$ cat src/rtl/lstm_pkg.sv
// Shared BiLSTM definitions: scheduler state codes and
// the per-timestep feature count used by input_memory.
package lstm_pkg;

  localparam logic [2:0] S_IDLE   = 3'd0;
  localparam logic [2:0] S_LOAD   = 3'd1;
  localparam logic [2:0] S_STREAM = 3'd2;
  localparam logic [2:0] S_WAIT   = 3'd3;
  localparam logic [2:0] S_DONE   = 3'd4;

  localparam int INPUTS_PER_TIMESTEP = 6;

endpackage

$ cat src/rtl/input_mem_scheduler.sv
// Input memory sequencer: loads a sequence from a valid/ready
// stream, then streams 6 features per timestep to both cells.
// Ports: clk/rst (sync, active-high), start, in_* load stream,
// write_* memory port, timestamp_idx/read_enable_*/input_pointer
// read control, elem_valid/elem_last, cell_step_done, busy, done.
// Optional INPUT_SCHED_RELOAD_EN adds 'reload' (0 = skip LOAD).
module input_mem_scheduler
  import lstm_pkg::*;
#(
  parameter int DATA_WIDTH          = 16,
  parameter int ADDR_WIDTH          = 6,
  parameter int SEQ_LEN             = 10,
  parameter int INPUTS_PER_TIMESTEP = lstm_pkg::INPUTS_PER_TIMESTEP
) (
  input  logic                  clk,
  input  logic                  rst,
  input  logic                  start,
`ifdef INPUT_SCHED_RELOAD_EN
  input  logic                  reload,
`endif
  input  logic                  in_valid,
  input  logic [DATA_WIDTH-1:0] in_data,
  output logic                  in_ready,
  output logic                  write_enable,
  output logic [ADDR_WIDTH-1:0] write_address,
  output logic [DATA_WIDTH-1:0] write_data,
  output logic [3:0]            timestamp_idx,
  output logic                  read_enable_fwd,
  output logic                  read_enable_bwd,
  output logic [ADDR_WIDTH-1:0] input_pointer,
  output logic                  elem_valid,
  output logic                  elem_last,
  input  logic                  cell_step_done,
  output logic                  busy,
  output logic                  done
);

  localparam logic [ADDR_WIDTH-1:0] LC_LAST =
    ADDR_WIDTH'(SEQ_LEN * INPUTS_PER_TIMESTEP - 1);
  localparam logic [2:0] P_LAST = 3'(INPUTS_PER_TIMESTEP - 1);
  localparam logic [3:0] T_LAST = 4'(SEQ_LEN - 1);

  logic [2:0]            state_q, state_d;
  logic [ADDR_WIDTH-1:0] lc_q, lc_d;
  logic [2:0]            p_q, p_d;
  logic [3:0]            t_q, t_d;
  logic                  elem_valid_q, elem_valid_d;
  logic                  elem_last_q, elem_last_d;
  logic                  rd;

  assign rd = (state_q == S_STREAM);

  always_comb begin
    state_d      = state_q;
    lc_d         = lc_q;
    p_d          = p_q;
    t_d          = t_q;
    // Read data appears one cycle after the enable.
    elem_valid_d = rd;
    elem_last_d  = rd && (p_q == P_LAST);
    case (state_q)
      S_IDLE: begin
        if (start) begin
          t_d = '0;
          p_d = '0;
`ifdef INPUT_SCHED_RELOAD_EN
          if (reload) begin
            state_d = S_LOAD;
            lc_d    = '0;
          end else begin
            state_d = S_STREAM;
          end
`else
          state_d = S_LOAD;
          lc_d    = '0;
`endif
        end
      end
      S_LOAD: begin
        if (in_valid) begin
          lc_d = lc_q + 1'b1;
          if (lc_q == LC_LAST) begin
            state_d = S_STREAM;
            t_d     = '0;
            p_d     = '0;
          end
        end
      end
      S_STREAM: begin
        if (p_q == P_LAST) state_d = S_WAIT;
        else               p_d     = p_q + 1'b1;
      end
      S_WAIT: begin
        if (cell_step_done) begin
          if (t_q == T_LAST) begin
            state_d = S_DONE;
          end else begin
            state_d = S_STREAM;
            t_d     = t_q + 1'b1;
            p_d     = '0;
          end
        end
      end
      S_DONE:  state_d = S_IDLE;
      default: state_d = S_IDLE;
    endcase
  end

  always_ff @(posedge clk) begin
    if (rst) begin
      state_q      <= S_IDLE;
      lc_q         <= '0;
      p_q          <= '0;
      t_q          <= '0;
      elem_valid_q <= 1'b0;
      elem_last_q  <= 1'b0;
    end else begin
      state_q      <= state_d;
      lc_q         <= lc_d;
      p_q          <= p_d;
      t_q          <= t_d;
      elem_valid_q <= elem_valid_d;
      elem_last_q  <= elem_last_d;
    end
  end

  assign in_ready        = (state_q == S_LOAD);
  assign write_enable    = in_ready && in_valid;
  assign write_address   = write_enable ? lc_q : '0;
  assign write_data      = write_enable ? in_data : '0;
  assign timestamp_idx   = t_q;
  assign read_enable_fwd = rd;
  assign read_enable_bwd = rd;
  assign input_pointer   = ADDR_WIDTH'(p_q);
  assign elem_valid      = elem_valid_q;
  assign elem_last       = elem_last_q;
  assign busy            = (state_q != S_IDLE);
  assign done            = (state_q == S_DONE);

endmodule

$ cat config.mk
export PLATFORM = sky130hd
export DESIGN_NAME = input_mem_scheduler
export DESIGN_NICKNAME = d
export VERILOG_FILES = /design/src/rtl/lstm_pkg.sv /design/src/rtl/input_mem_scheduler.sv
export SDC_FILE = /design/constraint.sdc
export NUM_CORES = 1
export LEC_CHECK = 0
export ABC_AREA = 1
export CORE_ASPECT_RATIO = 0.6
export CORE_MARGIN = 5
export CORE_UTILIZATION = 45
export DETAILED_ROUTE_END_ITERATION = 12
export PLACE_DENSITY = 0.86
export REMOVE_ABC_BUFFERS = 1
export SLEW_MARGIN = 5
export SYNTH_ARGS = -nofsm -noshare
export SYNTH_HDL_FRONTEND = slang
export SYNTH_SLANG_ARGS = --single-unit
$ cat constraint.sdc
create_clock -name clk -period 3.1 [get_ports clk]
set_input_delay 0.465 -clock clk [delete_from_list [all_inputs] [get_ports clk]]
set_output_delay 0.465 -clock clk [all_outputs]
set_load 0.1 [all_outputs]
### Word-level counts from Yosys, hierarchy flattened

Index checks and enable logic that the tools add are counted.

| cells by class | value |
|---|---|
| multiplexer cells | 25 |
| div/mod/pow operators | 0 |
| bitwise gates (word level) | 0 |
| eq/ne operators | 14 |
| reduce and logical (&&, ||, !) cells | 11 |
| $add $sub $neg | 3 |
| $mul | 0 |
| $lt $le $gt $ge | 0 |
| shifts and indexed selects | 0 |

Operator list:

| cell | count |
|---|---|
| $mux 3 | 12 |
| $pmux 3 s4 | 2 |
| $mux 4 | 5 |
| $mux 6 | 3 |
| $mux 16 | 1 |
| $pmux 4 s3 | 1 |
| $pmux 6 s2 | 1 |
| $ne 2x2->1 const B | 5 |
| $reduce_and 7->1 | 1 |
| $add 6x1->6 const B | 1 |
| $eq 3x2->1 const B | 2 |
| $eq 3x3->1 const B | 2 |
| $eq 6x6->1 const B | 1 |
| $reduce_and 6->1 | 1 |
| $reduce_bool 3->1 | 2 |
| $reduce_and 5->1 | 1 |
| $add 4x1->4 const B | 1 |
| $eq 4x4->1 const B | 1 |
| $ne 2x1->1 const B | 2 |
| $reduce_bool 4->1 | 1 |
| $add 3x1->3 const B | 1 |
| $eq 3x1->1 const B | 1 |
| $logic_not 3->1 | 1 |
| $reduce_and 3->1 | 1 |
| other kinds (2) | 3 |

| storage, ports and cells | value |
|---|---|
| output and inout bits | 40 |
| ROM bits | 0 |
| RAM bits | 0 |
| flip-flop bits (word level) | 18 |
| latch bits | 0 |
| input port bits | 21 |
| memories kept | 0 |

### Longest topological paths before layout

Gate-level depths: netlist of the first run.

| depth | value |
|---|---|
| word-level depth | 4 |
| mapped depth | 10 |
| depth with buffers taken out | 10 |

### Worst setup path after synthesis of the first run

No wires, ideal clock.

| timing path | value |
|---|---|
| path kind | reg2out |
| from | reg state_q[2] |
| to | out write_address[5] |
| path buffers | 0 |
| stages on the path, launching flop included | 8 |
| setup slack | -308 ps |
| arrival | 2,943 ps |
| data required time | 2,635 ps |
| path through | dfxtp_1 > inv_2 > nand2_4 > nor2_8 > inv_2 > nor2_4 > inv_2 > nor2_1 |

| between the ends | value |
|---|---|
| word-level cells in the longest chain between the ends | 3 |

Ends and longest elaborated chain:

| what | line | source |
|---|---|---|
| start: declaration | input_mem_scheduler.sv:43 | `logic [2:0] state_q, state_d;` |
| start signal: assignment | input_mem_scheduler.sv:118 | `state_q <= state_d;` |
| $eq 3x1->1 | input_mem_scheduler.sv:127 | `assign in_ready = (state_q == S_LOAD);` |
| via in_ready | input_mem_scheduler.sv:23 | `output logic in_ready,` |
| $logic_and 1x1->1 | input_mem_scheduler.sv:128 | `assign write_enable = in_ready && in_valid;` |
| via write_enable | input_mem_scheduler.sv:24 | `output logic write_enable,` |
| $mux 6 | input_mem_scheduler.sv:129 | `assign write_address = write_enable ? lc_q : '0;` |
| end: declaration | input_mem_scheduler.sv:25 | `output logic [ADDR_WIDTH-1:0] write_address,` |

The timed path passes the listed nets, and every way through them passes these cells.

### Final worst setup path of the first run

| timing path | value |
|---|---|
| from | reg state_q[1] |
| to | out write_address[5] |

| between the ends | value |
|---|---|
| word-level cells in the longest chain between the ends | 3 |

Ends and longest elaborated chain:

| what | line |
|---|---|
| $eq 3x1->1 | input_mem_scheduler.sv:127 |
| $logic_and 1x1->1 | input_mem_scheduler.sv:128 |
| $mux 6 | input_mem_scheduler.sv:129 |

Every way passes these cells.

==> run_summary.xml, run 1 <==
<?xml version="1.0" encoding="UTF-8"?>
<metrics>
  <group name="clocking">
    <metric name="clockBufferDepth" unit="">2</metric>
    <metric name="numCtsBuffers" unit="">3</metric>
    <metric name="post_cts_sizing" unit="">0</metric>
    <metric name="postCtsSetupRepairBufs" unit="">0</metric>
    <metric name="cts_root_buffer" unit="">sky130_fd_sc_hd__clkbuf_8</metric>
    <metric name="postCtsHoldBufs" unit="">0</metric>
    <metric name="htree_levels" unit="">1</metric>
    <metric name="cts.reportedPaths.clkPinSlew" unit="ns">0.07</metric>
    <metric name="insertion_delay" unit="ns">0.25</metric>
    <metric name="tritoncts_num_sinks" unit="">18</metric>
    <metric name="clock_tree_from_tritoncts" unit="">done</metric>
  </group>
  <group name="floorplan">
    <metric name="core" unit="mm^2">0.00287</metric>
    <metric name="placementRows" unit="">15</metric>
    <metric name="effective_utilization_at_floorplan" unit="%">47.2</metric>
    <metric name="die_x" unit="um">80.9</metric>
    <metric name="floorplan.die_area" unit="mm^2">0.00425</metric>
    <metric name="pin_count" unit="">61</metric>
    <metric name="fp.dieH" unit="um">52.5</metric>
  </group>
  <group name="pwr">
    <metric name="vdd_drop_max" unit="mV">0.767</metric>
    <metric name="cellLeakagePower" unit="nW">1.01</metric>
    <metric name="powerDensity" unit="mW/mm^2">862</metric>
  </group>
  <group name="timing">
    <metric name="setup_viol" unit="">0</metric>
    <metric name="finalWorstPathRequiredPeriod" unit="ns">2.45</metric>
    <metric name="rsz0062_at_grt" unit="">no</metric>
    <metric name="fin_skew" unit="ns">0.00222</metric>
    <metric name="maxClockFrequency" unit="MHz">407</metric>
    <metric name="final.period_utilization" unit="%">79.2</metric>
    <metric name="slew_violations" unit="">0</metric>
    <metric name="slew_headroom" unit="%">60.8</metric>
    <metric name="hold_fails_final_rpt" unit="">0</metric>
    <metric name="max_slew.worst_pin.slew" unit="ns">0.587</metric>
    <metric name="worst_slack" unit="ns">0.645</metric>
  </group>
  <group name="synthesis">
    <metric name="synthesis.yosys.warnings" unit="">0</metric>
    <metric name="synth-compound-area-share" unit="%">6.73</metric>
    <metric name="synth_simple_gate_area_share" unit="%">42.3</metric>
    <metric name="post_synth_inst_count" unit="">201</metric>
    <metric name="synth-xor-area-share" unit="%">2.58</metric>
    <metric name="synth.cell_area" unit="mm^2">0.00136</metric>
    <metric name="share_of_synthesized_area_spent_on_multiplexers" unit="%">0</metric>
    <metric name="sequential_cell_area_fraction_in_the_yosys_report" unit="%">26.6</metric>
    <metric name="dominant_combinational_cell_family_by_area_after_synthesis" unit="">simple AND/OR/NAND/NOR gates</metric>
    <metric name="register_bit_total_from_synthesis" unit="">18</metric>
    <metric name="post_synth_num_cell_types" unit="">30</metric>
    <metric name="post_synth_fa_ha_maj_area_fraction" unit="%">4.61</metric>
    <metric name="post_synth.cell_area_avg" unit="um^2">6.75</metric>
  </group>
  <group name="worst_setup_path">
    <metric name="path_max_fanout" unit="">23</metric>
    <metric name="crit_path_top_delay_cell" unit="">sky130_fd_sc_hd__dfxtp_1</metric>
    <metric name="worstPathCellList" unit="">inv_2 &gt; nand2_4 &gt; nor2_8 &gt; inv_2 &gt; nor2_4 &gt; inv_2 &gt; nor2_1 &gt; buf_12</metric>
    <metric name="worst_path_most_repeated_cell" unit="">sky130_fd_sc_hd__inv_2</metric>
    <metric name="crit_arrival" unit="ns">1.99</metric>
    <metric name="path_class" unit="">flip-flop to output pin</metric>
    <metric name="critPathLaunchType" unit="">flip-flop</metric>
    <metric name="worstSetupEndpointType" unit="">output pin</metric>
    <metric name="critPathMaxStageDelay" unit="ns">0.47</metric>
    <metric name="worst_ep_required_time" unit="ns">2.63</metric>
  </group>
  <group name="layout">
    <metric name="final_util" unit="%">75.8</metric>
    <metric name="filler_cell_count" unit="">217</metric>
    <metric name="layout-area-overhead-vs-synth" unit="%">60.4</metric>
    <metric name="final_layout_size_suffix_gt1_share" unit="%">34.5</metric>
    <metric name="nNetsFinal" unit="">285</metric>
    <metric name="antenna_cells" unit="">0</metric>
  </group>
  <group name="routing">
    <metric name="routed_via_density" unit="">4.70</metric>
    <metric name="num_vias" unit="">1411</metric>
    <metric name="drt_iter0_markers" unit="">50</metric>
    <metric name="final_antenna_net_count" unit="">0</metric>
    <metric name="drt-wirelength-per-cell" unit="um">12.5</metric>
    <metric name="routed_wl" unit="um">3750</metric>
    <metric name="drt_pass1_iterations" unit="">4</metric>
    <metric name="drc" unit="">0</metric>
  </group>
  <group name="grt">
    <metric name="number_of_antenna_violations_at_the_first_check_in_global_routing" unit="">0</metric>
    <metric name="gr-total-overflow" unit="">0</metric>
    <metric name="global_route_wire_length_before_repair" unit="um">6220</metric>
    <metric name="globalRouteTotalUtil" unit="%">19.4</metric>
    <metric name="first_global_vias" unit="">1307</metric>
    <metric name="largest_net_degree_at_the_start_of_global_routing" unit="">24</metric>
  </group>
  <group name="placed_design">
    <metric name="pre_cts_slack" unit="ns">0.812</metric>
    <metric name="detailed_placement_wirelength_estimate" unit="um">3170</metric>
    <metric name="gpl.final_weighted_congestion" unit="">0.852</metric>
    <metric name="port-buffer-count" unit="">57</metric>
  </group>
  <group name="outcome">
    <metric name="outcome" unit="">completed</metric>
  </group>
  <group name="flow_run">
    <metric name="timing.max_cap.violations" unit="">0</metric>
  </group>
  <group name="worst_hold_path">
    <metric name="hold_path.class" unit="">flip-flop to flip-flop</metric>
  </group>
</metrics>
## layout make-up
class                   count  area (um^2)  share of cell area (%)
repair buffers             58          761                    35.0
clock buffers               4         55.1                    2.53
multi-input cells         133          774                    35.6
well taps                  42         52.6                    2.42
flip-flops and latches     18          360                    16.6
inverters                  45          173                    7.94
## flip-flops by register name, summed over array words and instances, names as in the netlist
signal         count
p_q                3
state_q            3
timestamp_idx      4
lc_q               6
elem_valid         1
elem_last          1
## layout by cell type (no fill, tap or decap), drive strengths merged
| cell | netlist | final |
|---|---|---|
| dfxtp | 18 | 18 |
| xor2 | 2 | 2 |
| nand4 | 4 | 4 |
| nor2 | 50 | 50 |
| o21ai | 6 | 6 |
| buf | 6 | 38 |
| xnor2 | 2 | 2 |
| clkinv | 1 | 1 |
| a21oi | 10 | 10 |
| clkbuf | 1 | 4 |
| nor3 | 2 | 2 |
| nand2 | 35 | 35 |
| inv | 44 | 44 |
| conb | 1 | 3 |
| nand3 | 13 | 13 |
| clkdlybuf4s50 | 0 | 20 |
| o21bai | 1 | 1 |
| ha | 5 | 5 |
## stage by stage
step           hold WS, ns  instance area (um^2)  instances  total power [mW]  setup TNS, ns
2_1_floorplan        0.464                  1310        196              1.36          -3.69
3_3_place_gp         0.485                  2120        296              1.66              0
3_5_place_dp         0.488                  2120        296              1.68              0
4_1_cts              0.503                  2180        300              1.88              0
5_1_grt              0.537                  2180        300              1.97              0
6_report             0.505                  2180        300              1.88              0
## per-layer routing
metal / wire length (um) / global-route usage, %
met5: 0 / 0
met4: 37 / 3.37
met3: 205 / 4.47
met2: 1890 / 33.0
met1: 1620 / 25.5
## worst max-delay path, delay by kind of cell (launching register included)
family,cells,cell delay (ns)
buffers and inverters,4,0.84
AND/OR/NAND/NOR,4,0.40
flip-flops,1,0.47
## logic make-up (layout without fill, tap and decap cells)
group | count (synthesis) | in the layout
AND/OR/NAND/NOR | 104 | 104
other | 1 | 3
AO/OA/AOI/OAI | 17 | 17
adder cells (fa/ha/maj) | 5 | 5
buffers and inverters | 52 | 107
XOR/XNOR | 4 | 4
flip-flops | 18 | 18
## report_power, final
group          internal, mW  switching (mW)
clock network         0.113          0.0802
logic                 0.346            1.00
registers             0.273          0.0588
## path summary, 6_finish.rpt
path                                               from                   end  slack [ns]  cells past startpoint
worst min-delay path                p_q[1]$_SDFFE_PP0P_   p_q[1]$_SDFFE_PP0P_        0.50                      2
worst max register to register  state_q[1]$_SDFFE_PP0P_  lc_q[0]$_SDFFE_PP0P_        1.36                      9
worst min register to register      p_q[1]$_SDFFE_PP0P_   p_q[1]$_SDFFE_PP0P_        0.50                      2
worst max-delay path            state_q[1]$_SDFFE_PP0P_      write_address[5]        0.65                      8
## cells in the mapped netlist (all sizes together)
cell type  instances  area [um^2]
dfxtp             18          360
o21bai             1         7.51
nor3               2         10.0
a21oi             10         53.8
nand3             13         70.1
xnor2              2         17.5
buf                6         52.6
clkbuf             1         3.75
o21ai              6         30.0
xor2               2         17.5
conb               1         3.75
clkinv             1         5.00
nand2             35          166
nor2              50          282
nand4              4         46.3
inv               44          168
ha                 5         62.6
(Power assumes the default switching activity.)
==> run 2, diff against run 1 <==
Settings changed: CORE_UTILIZATION 45 to 38, PLACE_DENSITY 0.86 to 0.77.
Clock period 3.1 ns to 2.2 ns, I/O delays scaled along.
==> run 2 against run 1 <==
Design area grew 3.9%. Setup slack lost 0.52 ns. Total power grew 47%. Hold slack gained 0.0032 ns. Clock power grew 42%. Non-clock buffer count grew 1. Clock-buffer cell count is the same. Critical path depth is the same. Via count shrank 2.0%. Utilization shrank 8.1 points. Critical endpoint is now write_data[1].
==> run_summary.xml, run 2 (synthesis results as in run 1) <==
<?xml version="1.0" encoding="UTF-8"?>
<metrics>
  <group name="clocking">
    <metric name="cts_root_buffer" unit="">sky130_fd_sc_hd__clkbuf_8</metric>
    <metric name="tritoncts_num_sinks" unit="">18</metric>
    <metric name="cts.reportedPaths.clkPinSlew" unit="ns">0.07</metric>
    <metric name="clockBufferDepth" unit="">2</metric>
    <metric name="clock_tree_from_tritoncts" unit="">done</metric>
    <metric name="postCtsHoldBufs" unit="">0</metric>
    <metric name="htree_levels" unit="">1</metric>
    <metric name="insertion_delay" unit="ns">0.26</metric>
    <metric name="numCtsBuffers" unit="">3</metric>
  </group>
  <group name="placed_design">
    <metric name="pre_cts_slack" unit="ns">0.123</metric>
    <metric name="detailed_place.area" unit="mm^2">0.00219</metric>
    <metric name="gpl.final_weighted_congestion" unit="">0.861</metric>
    <metric name="detailed_placement_wirelength_estimate" unit="um">3220</metric>
    <metric name="port-buffer-count" unit="">57</metric>
  </group>
  <group name="floorplan">
    <metric name="pin_count" unit="">61</metric>
    <metric name="floorplan.die_area" unit="mm^2">0.00490</metric>
    <metric name="fp.dieH" unit="um">56.3</metric>
    <metric name="die_x" unit="um">87.1</metric>
    <metric name="placementRows" unit="">16</metric>
    <metric name="effective_utilization_at_floorplan" unit="%">40.6</metric>
    <metric name="core" unit="mm^2">0.00334</metric>
  </group>
  <group name="routing">
    <metric name="drc" unit="">0</metric>
    <metric name="final_antenna_net_count" unit="">0</metric>
    <metric name="drt_pass1_iterations" unit="">4</metric>
    <metric name="routed_via_density" unit="">4.55</metric>
    <metric name="drt_iter0_markers" unit="">38</metric>
    <metric name="routed_wl" unit="um">3860</metric>
    <metric name="num_vias" unit="">1383</metric>
    <metric name="drt-wirelength-per-cell" unit="um">12.7</metric>
  </group>
  <group name="layout">
    <metric name="layout.cell_area.non_filler" unit="mm^2">0.00226</metric>
    <metric name="most-common-layout-cells" unit="">sky130_fd_sc_hd__inv_1 (36), sky130_fd_sc_hd__nand2_1 (27), sky130_fd_sc_hd__buf_12 (27)</metric>
    <metric name="layout-area-overhead-vs-synth" unit="%">66.7</metric>
    <metric name="antenna_cells" unit="">0</metric>
    <metric name="number_of_flip_flops_under_the_largest_register_name" unit="">6</metric>
    <metric name="final_layout_size_suffix_gt1_share" unit="%">35.9</metric>
    <metric name="layout_commonest_cell" unit="">sky130_fd_sc_hd__inv_1</metric>
    <metric name="registers.top_by_ff_count" unit="">lc_q</metric>
    <metric name="nNetsFinal" unit="">286</metric>
  </group>
  <group name="timing">
    <metric name="hold_fails_final_rpt" unit="">0</metric>
    <metric name="final.period_utilization" unit="%">94.5</metric>
    <metric name="maxClockFrequency" unit="MHz">481</metric>
    <metric name="slew_violations" unit="">0</metric>
    <metric name="rsz0062_at_grt" unit="">no</metric>
    <metric name="worst_slack" unit="ns">0.120</metric>
    <metric name="fin_skew" unit="ns">0.00113</metric>
    <metric name="finalWorstPathRequiredPeriod" unit="ns">2.08</metric>
    <metric name="setup_viol" unit="">0</metric>
  </group>
  <group name="pwr">
    <metric name="power.total" unit="mW">2.76</metric>
    <metric name="powerDensity" unit="mW/mm^2">1220</metric>
    <metric name="cellLeakagePower" unit="nW">1.03</metric>
    <metric name="vdd_drop_max" unit="mV">0.816</metric>
  </group>
  <group name="grt">
    <metric name="number_of_antenna_violations_at_the_first_check_in_global_routing" unit="">0</metric>
    <metric name="largest_net_degree_at_the_start_of_global_routing" unit="">24</metric>
    <metric name="gr-total-overflow" unit="">0</metric>
    <metric name="global_route_wire_length_before_repair" unit="um">6510</metric>
    <metric name="globalRouteTotalUtil" unit="%">16.8</metric>
    <metric name="first_global_vias" unit="">1349</metric>
  </group>
  <group name="worst_setup_path">
    <metric name="worst_ep_required_time" unit="ns">1.87</metric>
    <metric name="crit_arrival" unit="ns">1.75</metric>
    <metric name="path_max_fanout" unit="">23</metric>
    <metric name="path_class" unit="">flip-flop to output pin</metric>
    <metric name="critPathLaunchType" unit="">flip-flop</metric>
    <metric name="worstSetupEndpointType" unit="">output pin</metric>
  </group>
  <group name="outcome">
    <metric name="outcome" unit="">completed</metric>
  </group>
  <group name="worst_hold_path">
    <metric name="hold_path.class" unit="">flip-flop to flip-flop</metric>
  </group>
  <group name="flow_run">
    <metric name="timing.max_cap.violations" unit="">0</metric>
  </group>
</metrics>
-- run 2: cell count changes in the layout (fill, tap and decap cells not counted) --
| cell | change |
|---|---|
| sky130_fd_sc_hd__nor2_2 | +2 |
| sky130_fd_sc_hd__inv_2 | -1 |
| sky130_fd_sc_hd__buf_4 | -4 |
| sky130_fd_sc_hd__buf_12 | +5 |
| sky130_fd_sc_hd__dfxtp_1 | -1 |
| sky130_fd_sc_hd__nor2_1 | -2 |
| sky130_fd_sc_hd__inv_6 | +1 |
| sky130_fd_sc_hd__dfxtp_2 | +1 |
-- run 2: worst paths after layout --
check                     startpoint                       to  slack, ns  cells after the start
min              p_q[1]$_SDFFE_PP0P_      p_q[1]$_SDFFE_PP0P_       0.51                      2
max reg2reg  state_q[0]$_SDFFE_PP0P_  state_q[0]$_SDFFE_PP0P_       0.71                      8
min reg2reg      p_q[1]$_SDFFE_PP0P_      p_q[1]$_SDFFE_PP0P_       0.51                      2
max          state_q[1]$_SDFFE_PP0P_            write_data[1]       0.12                      8
-- run 2: layer usage --
layer	global-route usage, %	vias up	part of all wire (%)
met2	25.6	33	48
met3	4.09	2	4.9
met1	23.6	639	46
li1	-	709	-
met5	0	-	0
met4	4.16	0	0.75
-- run 2: what timing repair did --
item,in CTS,in global routing
setup endpoints to repair,22,22
pin swaps,0,1
gates resized for setup,3,2
buffers inserted,0,1
-- run 2: layout make-up --
type / count / area (um^2)
Sequential cell: 18 / 362
Multi-Input combinational cell: 133 / 779
Tap cell: 45 / 56.3
Fill cell: 257 / 1080
Timing Repair Buffer: 59 / 831
Inverter: 45 / 178
Clock buffer: 4 / 55.1
-- run 2: power by group --
| group | internal, mW | switching (mW) | leakage [nW] |
|---|---|---|---|
| Clock | 0.159 | 0.116 | 0.0288 |
| Sequential | 0.387 | 0.0831 | 0.147 |
| Combinational | 0.569 | 1.44 | 0.852 |
-- run 2: critical path, stage by stage, from the launching register on --
cell                      delay, ns
sky130_fd_sc_hd__dfxtp_1       0.39
sky130_fd_sc_hd__inv_2         0.13
sky130_fd_sc_hd__nand2_4       0.09
sky130_fd_sc_hd__nor2_8        0.16
sky130_fd_sc_hd__inv_2         0.08
sky130_fd_sc_hd__nor2_4        0.16
sky130_fd_sc_hd__inv_6         0.12
sky130_fd_sc_hd__nor2_2        0.15
sky130_fd_sc_hd__buf_12        0.19
-- run 2: stage by stage --
stage / hold slack (ns) / setup TNS (ns) / cells / utilization [%]
final: 0.508 / 0 / 304 / 67.6
after global routing: 0.551 / 0 / 304 / 67.6
after CTS: 0.512 / 0 / 303 / 67.3
after global placement: 0.486 / 0 / 299 / 65.4
after floorplan: 0.392 / -21.23 / 196 / -
after detailed placement: 0.497 / 0 / 299 / 65.4
